**src/rtl/fetch_stage.sv**
```systemverilog
// ---------------------------------------------------------------------------
// fetch_stage
//   Instruction-fetch stage with a prefetch FIFO between a latency-tolerant
//   instruction-memory port and the ID pipeline register.  PC generation
//   runs ahead of ID and is limited only by FIFO space, so the FIFO can never
//   overflow.  Redirects (jump/branch/return) flush the FIFO and silently drop
//   responses that are still in flight.  Kill squashes the output register.
//
// Ports
//   clk, rst_n            clock (rising edge), async active-low reset
//   stall                 ID not accepting; output register and FIFO pops freeze
//   kill                  squash the instruction currently in the output register
//   pc_src                00 sequential, 01 j_imm, 10 i_imm, 11 ret_addr
//   j_imm/i_imm/ret_addr  redirect targets
//   imem_req/imem_addr    fetch request / address (issue on req & gnt)
//   imem_gnt              request accepted
//   imem_rvalid/rdata     in-order response, at least one cycle after issue
//   out_valid/instr/npc   {instr, address+1} to ID; NOP_INSTR when !out_valid
//
// Optional build macro FETCH_PERF_CNT_EN adds saturating counters
//   perf_stall_cyc (cycles with stall=1) and perf_redirects (redirect edges).
// ---------------------------------------------------------------------------
module fetch_stage #(
    parameter int                 INSTR_W    = 16,
    parameter int                 ADDR_W     = 16,
    parameter int                 FIFO_DEPTH = 4,
    parameter logic [ADDR_W-1:0]  RESET_PC   = '0,
    parameter logic [INSTR_W-1:0] NOP_INSTR  = '0
) (
    input  logic               clk,
    input  logic               rst_n,
    input  logic               stall,
    input  logic               kill,
    input  logic [1:0]         pc_src,
    input  logic [ADDR_W-1:0]  j_imm,
    input  logic [ADDR_W-1:0]  i_imm,
    input  logic [ADDR_W-1:0]  ret_addr,
    output logic               imem_req,
    output logic [ADDR_W-1:0]  imem_addr,
    input  logic               imem_gnt,
    input  logic               imem_rvalid,
    input  logic [INSTR_W-1:0] imem_rdata,
    output logic               out_valid,
    output logic [INSTR_W-1:0] out_instr,
`ifdef FETCH_PERF_CNT_EN
    output logic [31:0]        perf_stall_cyc,
    output logic [31:0]        perf_redirects,
`endif
    output logic [ADDR_W-1:0]  out_npc
);

    localparam int              PW      = $clog2(FIFO_DEPTH);
    localparam int              CW      = PW + 1;
    localparam logic [CW-1:0]   DEPTH_C = CW'(FIFO_DEPTH);

    logic [ADDR_W-1:0]  pc;
    logic [ADDR_W-1:0]  resp_pc;
    logic [INSTR_W-1:0] fifo_instr [FIFO_DEPTH];
    logic [ADDR_W-1:0]  fifo_npc   [FIFO_DEPTH];
    logic [PW-1:0]      wr_ptr;
    logic [PW-1:0]      rd_ptr;
    logic [CW-1:0]      count;
    logic [CW-1:0]      outstanding;
    logic [CW-1:0]      drop;

    logic               redirect;
    logic [ADDR_W-1:0]  target;
    logic [CW:0]        occupancy;
    logic               issue;
    logic               discard;
    logic               push;
    logic               pop;

    assign redirect = (pc_src != 2'b00);

    always_comb begin
        target = pc;
        case (pc_src)
            2'b01:   target = j_imm;
            2'b10:   target = i_imm;
            2'b11:   target = ret_addr;
            default: target = pc;
        endcase
    end

    // In-flight requests reserve FIFO space so a late response always fits.
    // rst_n gates the request so it is low while reset is held.
    assign occupancy = {1'b0, count} + {1'b0, outstanding};
    assign imem_req  = rst_n & ~redirect & (occupancy < {1'b0, DEPTH_C});
    assign imem_addr = pc;
    assign issue     = imem_req & imem_gnt;

    assign discard = imem_rvalid & (drop != '0);
    assign push    = imem_rvalid & (drop == '0) & ~redirect;
    assign pop     = ~redirect & ~kill & ~stall & (count != '0);

    always_ff @(posedge clk) begin
        if (push) begin
            fifo_instr[wr_ptr] <= imem_rdata;
            fifo_npc[wr_ptr]   <= resp_pc + ADDR_W'(1);
        end
    end

    always_ff @(posedge clk or negedge rst_n) begin
        if (!rst_n) begin
            pc          <= RESET_PC;
            resp_pc     <= RESET_PC;
            wr_ptr      <= '0;
            rd_ptr      <= '0;
            count       <= '0;
            outstanding <= '0;
            drop        <= '0;
            out_valid   <= 1'b0;
            out_instr   <= NOP_INSTR;
            out_npc     <= RESET_PC;
        end else begin
            outstanding <= outstanding + CW'(issue) - CW'(imem_rvalid);

            if (redirect) begin
                // Every request still in flight after this edge belongs to the
                // old path; a response arriving on this edge is lost with the flush.
                pc      <= target;
                resp_pc <= target;
                wr_ptr  <= '0;
                rd_ptr  <= '0;
                count   <= '0;
                drop    <= outstanding - CW'(imem_rvalid);
            end else begin
                if (issue)   pc      <= pc + ADDR_W'(1);
                if (discard) drop    <= drop - CW'(1);
                if (push) begin
                    resp_pc <= resp_pc + ADDR_W'(1);
                    wr_ptr  <= wr_ptr + PW'(1);
                end
                if (pop)     rd_ptr  <= rd_ptr + PW'(1);
                count <= count + CW'(push) - CW'(pop);
            end

            if (redirect || kill) begin
                out_valid <= 1'b0;
                out_instr <= NOP_INSTR;
            end else if (!stall) begin
                if (count != '0) begin
                    out_valid <= 1'b1;
                    out_instr <= fifo_instr[rd_ptr];
                    out_npc   <= fifo_npc[rd_ptr];
                end else begin
                    out_valid <= 1'b0;
                    out_instr <= NOP_INSTR;
                end
            end
        end
    end

`ifdef FETCH_PERF_CNT_EN
    always_ff @(posedge clk or negedge rst_n) begin
        if (!rst_n) begin
            perf_stall_cyc <= '0;
            perf_redirects <= '0;
        end else begin
            if (stall && (perf_stall_cyc != '1))
                perf_stall_cyc <= perf_stall_cyc + 32'd1;
            if (redirect && (perf_redirects != '1))
                perf_redirects <= perf_redirects + 32'd1;
        end
    end
`endif

endmodule
```
**config.mk**
```make
export PLATFORM = sky130hd
export DESIGN_NAME = fetch_stage
export DESIGN_NICKNAME = d
export VERILOG_FILES = /design/src/rtl/fetch_stage.sv
export SDC_FILE = /design/constraint.sdc
export NUM_CORES = 1
export LEC_CHECK = 0
export ABC_AREA = 1
export CORE_ASPECT_RATIO = 1.4
export CORE_MARGIN = 1.5
export CORE_UTILIZATION = 35
export CTS_BUF_LIST = sky130_fd_sc_hd__clkbuf_4
export CTS_CLUSTER_DIAMETER = 50
export DETAILED_ROUTE_END_ITERATION = 12
export SYNTH_ARGS = -nofsm -noshare
export SYNTH_HDL_FRONTEND = slang
export SYNTH_SLANG_ARGS = --single-unit
```
**constraint.sdc**
```tcl
create_clock -name clk -period 5 [get_ports clk]
set_input_delay 1.5 -clock clk [delete_from_list [all_inputs] [get_ports clk]]
set_output_delay 1.5 -clock clk [all_outputs]
set_load 0.01 [all_outputs]
```
==> impl_table.tex <==
\begin{tabular}{lr}
\hline
Metric & Value \\
\hline
\multicolumn{2}{l}{\textbf{Status}} \\
Outcome & finished, final reports clean \\
\multicolumn{2}{l}{\textbf{Timing}} \\
Unrepaired setup endpoints after global routing & false \\
Hold violation total from the final report & 0 \\
Worst clock skew & 16.90 ps \\
Worst Max-Slew Pin Slew & 867.1 ps \\
Worst rel slew slack & 0.4220 \\
Final Slew Violations & 0 \\
Timing-limited maximum frequency & 224.5 MHz \\
Setup violation total in the final timing report & 0 \\
Post-route fraction of the period consumed by the critical path & 0.8909 \\
Setup TNS Final & 0 ps \\
Clock period minus final worst setup slack & 4455 ps \\
\multicolumn{2}{l}{\textbf{Critical path}} \\
Arr. time, crit path & 2950 ps \\
Number of cell instances on the worst register-to-register path & 11 \\
Endpoint kind of the worst setup timing path & output port \\
Required time at the endpoint of the critical path & between 3000 and 4000 ps \\
Crit start category & input port \\
R2R Setup Slk & 2460 ps \\
Worst-path fanout max & 4 \\
Critical register-to-register path startpoint & count[2]\$\_DFF\_PN0\_ \\
RR Endpoint & outstanding[2]\$\_DFF\_PN0\_ \\
CP Class & in2out \\
\multicolumn{2}{l}{\textbf{Final layout}} \\
Non-Filler Instances & between 1000 and 1500 \\
Area added between synthesis and finish & 23.82\% \\
Fraction of final layout cells sized beyond drive strength 1 & 0.09858 \\
Final-stage net count & roughly 1200 \\
\multicolumn{2}{l}{\textbf{Power and ir drop}} \\
Areal power density over the cells & 348.8 mW/mm\^{}2 \\
Max rail drop VDD & 0.1285 mV \\
Reported leakage power & 0.004647 uW \\
\multicolumn{2}{l}{\textbf{CTS}} \\
Maximum clock path buffer count & 3 \\
Clock tree from TritonCTS & built \\
H-tree depth & 2 \\
TritonCTS buffer count & 50 \\
Hold-fix buffers at CTS & 0 \\
Clock Pin Slew Worst Setup and Hold Paths & 60 ps \\
Post-CTS Setup Inserts & 0 \\
Number of instances resized during post-cts repair & 0 \\
Insertion delay to the later sink of the worst-skew pair & 650 ps \\
Clock sink count & 206 \\
Root Driver & sky130\_fd\_sc\_hd\_\_clkbuf\_4 \\
\multicolumn{2}{l}{\textbf{Synth}} \\
Synth Area in Adders & 0.02587 \\
Dominant combinational cell family by area after synthesis & simple AND/OR/NAND/NOR gates \\
Most frequent cells after synthesis & sky130\_fd\_sc\_hd\_\_nand2\_1 (195), sky130\_fd\_sc\_hd\_\_nor2\_1 (177), sky130\_fd\_sc\_hd\_\_edfxtp\_1 (128), sky130\_fd\_sc\_hd\_\_o21ai\_0 (85), sky130\_fd\_sc\_hd\_\_dfrtp\_1 (78) \\
Number of storage elements in the synthesis netlist & 206 \\
Leading area contributor after synthesis & sky130\_fd\_sc\_hd\_\_edfxtp\_1 \\
Xor/xnor share of the synthesized area & 0.01226 \\
Basic-gate share of the synthesized area counting and, or, nand and nor cells & 0.2030 \\
Most area-consuming cells after synthesis & sky130\_fd\_sc\_hd\_\_edfxtp\_1 (41\%), sky130\_fd\_sc\_hd\_\_dfrtp\_1 (21\%), sky130\_fd\_sc\_hd\_\_nand2\_1 (7.9\%) \\
Number of distinct library cells after synthesis & 37 \\
Portion of the post-synthesis area used by sequential elements & 0.6240 \\
Ys flop type & sky130\_fd\_sc\_hd\_\_edfxtp\_1 \\
Compound-gate portion of the synthesized area & 0.09188 \\
Number of enable flip-flop cells after synthesis & 128 \\
Most used standard cell by instance count after synthesis & sky130\_fd\_sc\_hd\_\_nand2\_1 \\
Proportion of netlist area held by the largest area contributor & 0.4138 \\
Post-synth net total & 1029 \\
Yosys Warn Count & 0 \\
Share of flip-flops with an asynchronous set or reset & 0.3786 \\
Synth Cell Area & 0.009288 mm\^{}2 \\
Syn\_area\_per\_cell & 9.891 um\^{}2 \\
Cells after synthesis & 939 \\
Mux cell area share after synthesis & 0 \\
\multicolumn{2}{l}{\textbf{Route}} \\
Final Routed Wirelength & 21830 um \\
1st-pass router iterations & 5 \\
Number of nets with antenna violations after routing & 0 \\
Wire length per cell after detailed routing & 15.04 um \\
Initial DRC count & 341 \\
DR DRC count & 0 \\
Via total after detailed routing & slightly above 7000 \\
Via density per instance & 4.890 \\
\multicolumn{2}{l}{\textbf{Floorplanning}} \\
Area of the placeable core & $\sim$0.026 mm\^{}2 \\
Height of the chip & a little under 200 um \\
Effective utilization at floorplan & 0.3558 \\
FP Rows & 70 \\
Overall die area & 0.02754 mm\^{}2 \\
Number of primary I/O pins & 122 \\
Horizontal extent of the die & 140.7 um \\
\multicolumn{2}{l}{\textbf{Min path}} \\
Hold path endpoint & outstanding[2]\$\_DFF\_PN0\_ \\
Worst min path class & reg2reg \\
Hold Crit Depth & 1 \\
Hold\_sp & outstanding[1]\$\_DFF\_PN0\_ \\
\multicolumn{2}{l}{\textbf{GRT}} \\
Largest net degree at the start of global routing & 66 \\
Wire length of the first global-routing pass & 35030 um \\
Total routing resource utilization after global routing & 0.1614 \\
Leftover overflow at the end of global routing & 0 \\
Initial antenna violation count & 1 \\
Vias in the first global route & about 7000 \\
\multicolumn{2}{l}{\textbf{Placed design}} \\
Count of buffers inserted at the top-level ports & between 100 and 150 \\
Global placer's final weighted congestion & 0.7916 \\
Placed Instances & 1357 \\
Post-detail-place hpwl & 13880 um \\
\multicolumn{2}{l}{\textbf{Flow run}} \\
Number of max-cap violations & 0 \\
\hline
\end{tabular}
[placed cells by master (no fill, tap or decap), types with 32 or more instances in the layout]
cell type,netlist,layout
sky130_fd_sc_hd__nor2_1,177,173
sky130_fd_sc_hd__clkdlybuf4s50_1,0,120
sky130_fd_sc_hd__o21ai_0,85,85
sky130_fd_sc_hd__dfrtp_1,78,77
sky130_fd_sc_hd__nand3_1,53,53
sky130_fd_sc_hd__nand2_1,195,195
sky130_fd_sc_hd__a21oi_1,32,32
sky130_fd_sc_hd__inv_1,47,47
sky130_fd_sc_hd__edfxtp_1,128,128
sky130_fd_sc_hd__clkbuf_4,0,71
[worst max path at each step]
stage | slack, ps | start | cells after the start | endpoint
floorplan | 1210 | pc_src[1] | 5 | fifo_instr[0][0]$_DFFE_PP_
global placement | 550 | pc_src[1] | 5 | imem_req
detailed placement | 540 | pc_src[1] | 5 | imem_req
CTS | 530 | pc_src[1] | 5 | imem_req
global route | 450 | pc_src[1] | 5 | imem_req
finish | 550 | pc_src[1] | 5 | imem_req
[routing by layer]
metal,vias up,share of wire,routed length (um),global-route usage
li1,3518,-,-,-
met1,3344,0.40,8784,0.1839
met2,201,0.52,11350,0.2967
met3,32,0.058,1261,0.03466
met4,0,0.020,431,0.05594
met5,-,0,0,0
[critical path, stage by stage]
cell	delay, ps
sky130_fd_sc_hd__clkdlybuf4s50_1	500
sky130_fd_sc_hd__nor2_4	150
sky130_fd_sc_hd__nand3_2	80
sky130_fd_sc_hd__nor2_4	150
sky130_fd_sc_hd__clkdlybuf4s50_1	570
[metrics by stage]
| step | total power, uW | setup slack [ps] | util | instance area [um^2] | hold slack (ps) |
|---|---|---|---|---|---|
| floorplan | 2334 | 1215 | - | 9288 | 466.5 |
| global placement | 2564 | 550.2 | 0.4138 | 10800 | 477.3 |
| detailed placement | 2576 | 542.0 | 0.4138 | 10800 | 485.6 |
| CTS | 4064 | 533.2 | 0.4405 | 11500 | 494.6 |
| global route | 4215 | 453.6 | 0.4406 | 11500 | 539.7 |
| finish | 4012 | 545.4 | 0.4406 | 11500 | 490.9 |
[area by class of cell]
type,count,area (um^2)
antenna,1,2.502
clock buffer,71,533.0
clock inverter,22,165.2
fill,2514,14600
inverter,50,187.7
multi-input combinational,643,3103
sequential,206,5797
tap,324,405.4
timing repair buffer,134,1306
[sequential cells by signal, summed over array words and instances (netlist names)]
name and flops:
fifo_instr 64, wr_ptr 2, drop 3, imem_addr 16, outstanding 3, count 3, out_instr 16, out_valid 1
resp_pc 16, rd_ptr 2, fifo_npc 64, out_npc 16
[where the power goes]
group | switching [uW] | internal [uW] | leakage [uW]
Sequential | 85.9 | 1930 | 0.00216
Combinational | 289 | 229 | 0.00208
Clock | 662 | 816 | 0.000411
Total | 1040 | 2970 | 0.00465
[cell families (layout without fill, tap and decap cells)]
logic type               count (synthesis)  after routing
adder cells (fa/ha/maj)                 18             18
other                                    0              1
XOR/XNOR                                13             13
flip-flops                             206            206
AND/OR/NAND/NOR                        453            453
AO/OA/AOI/OAI                          159            159
buffers and inverters                   90            277
Note: power is estimated with default switching activity, not from simulation.
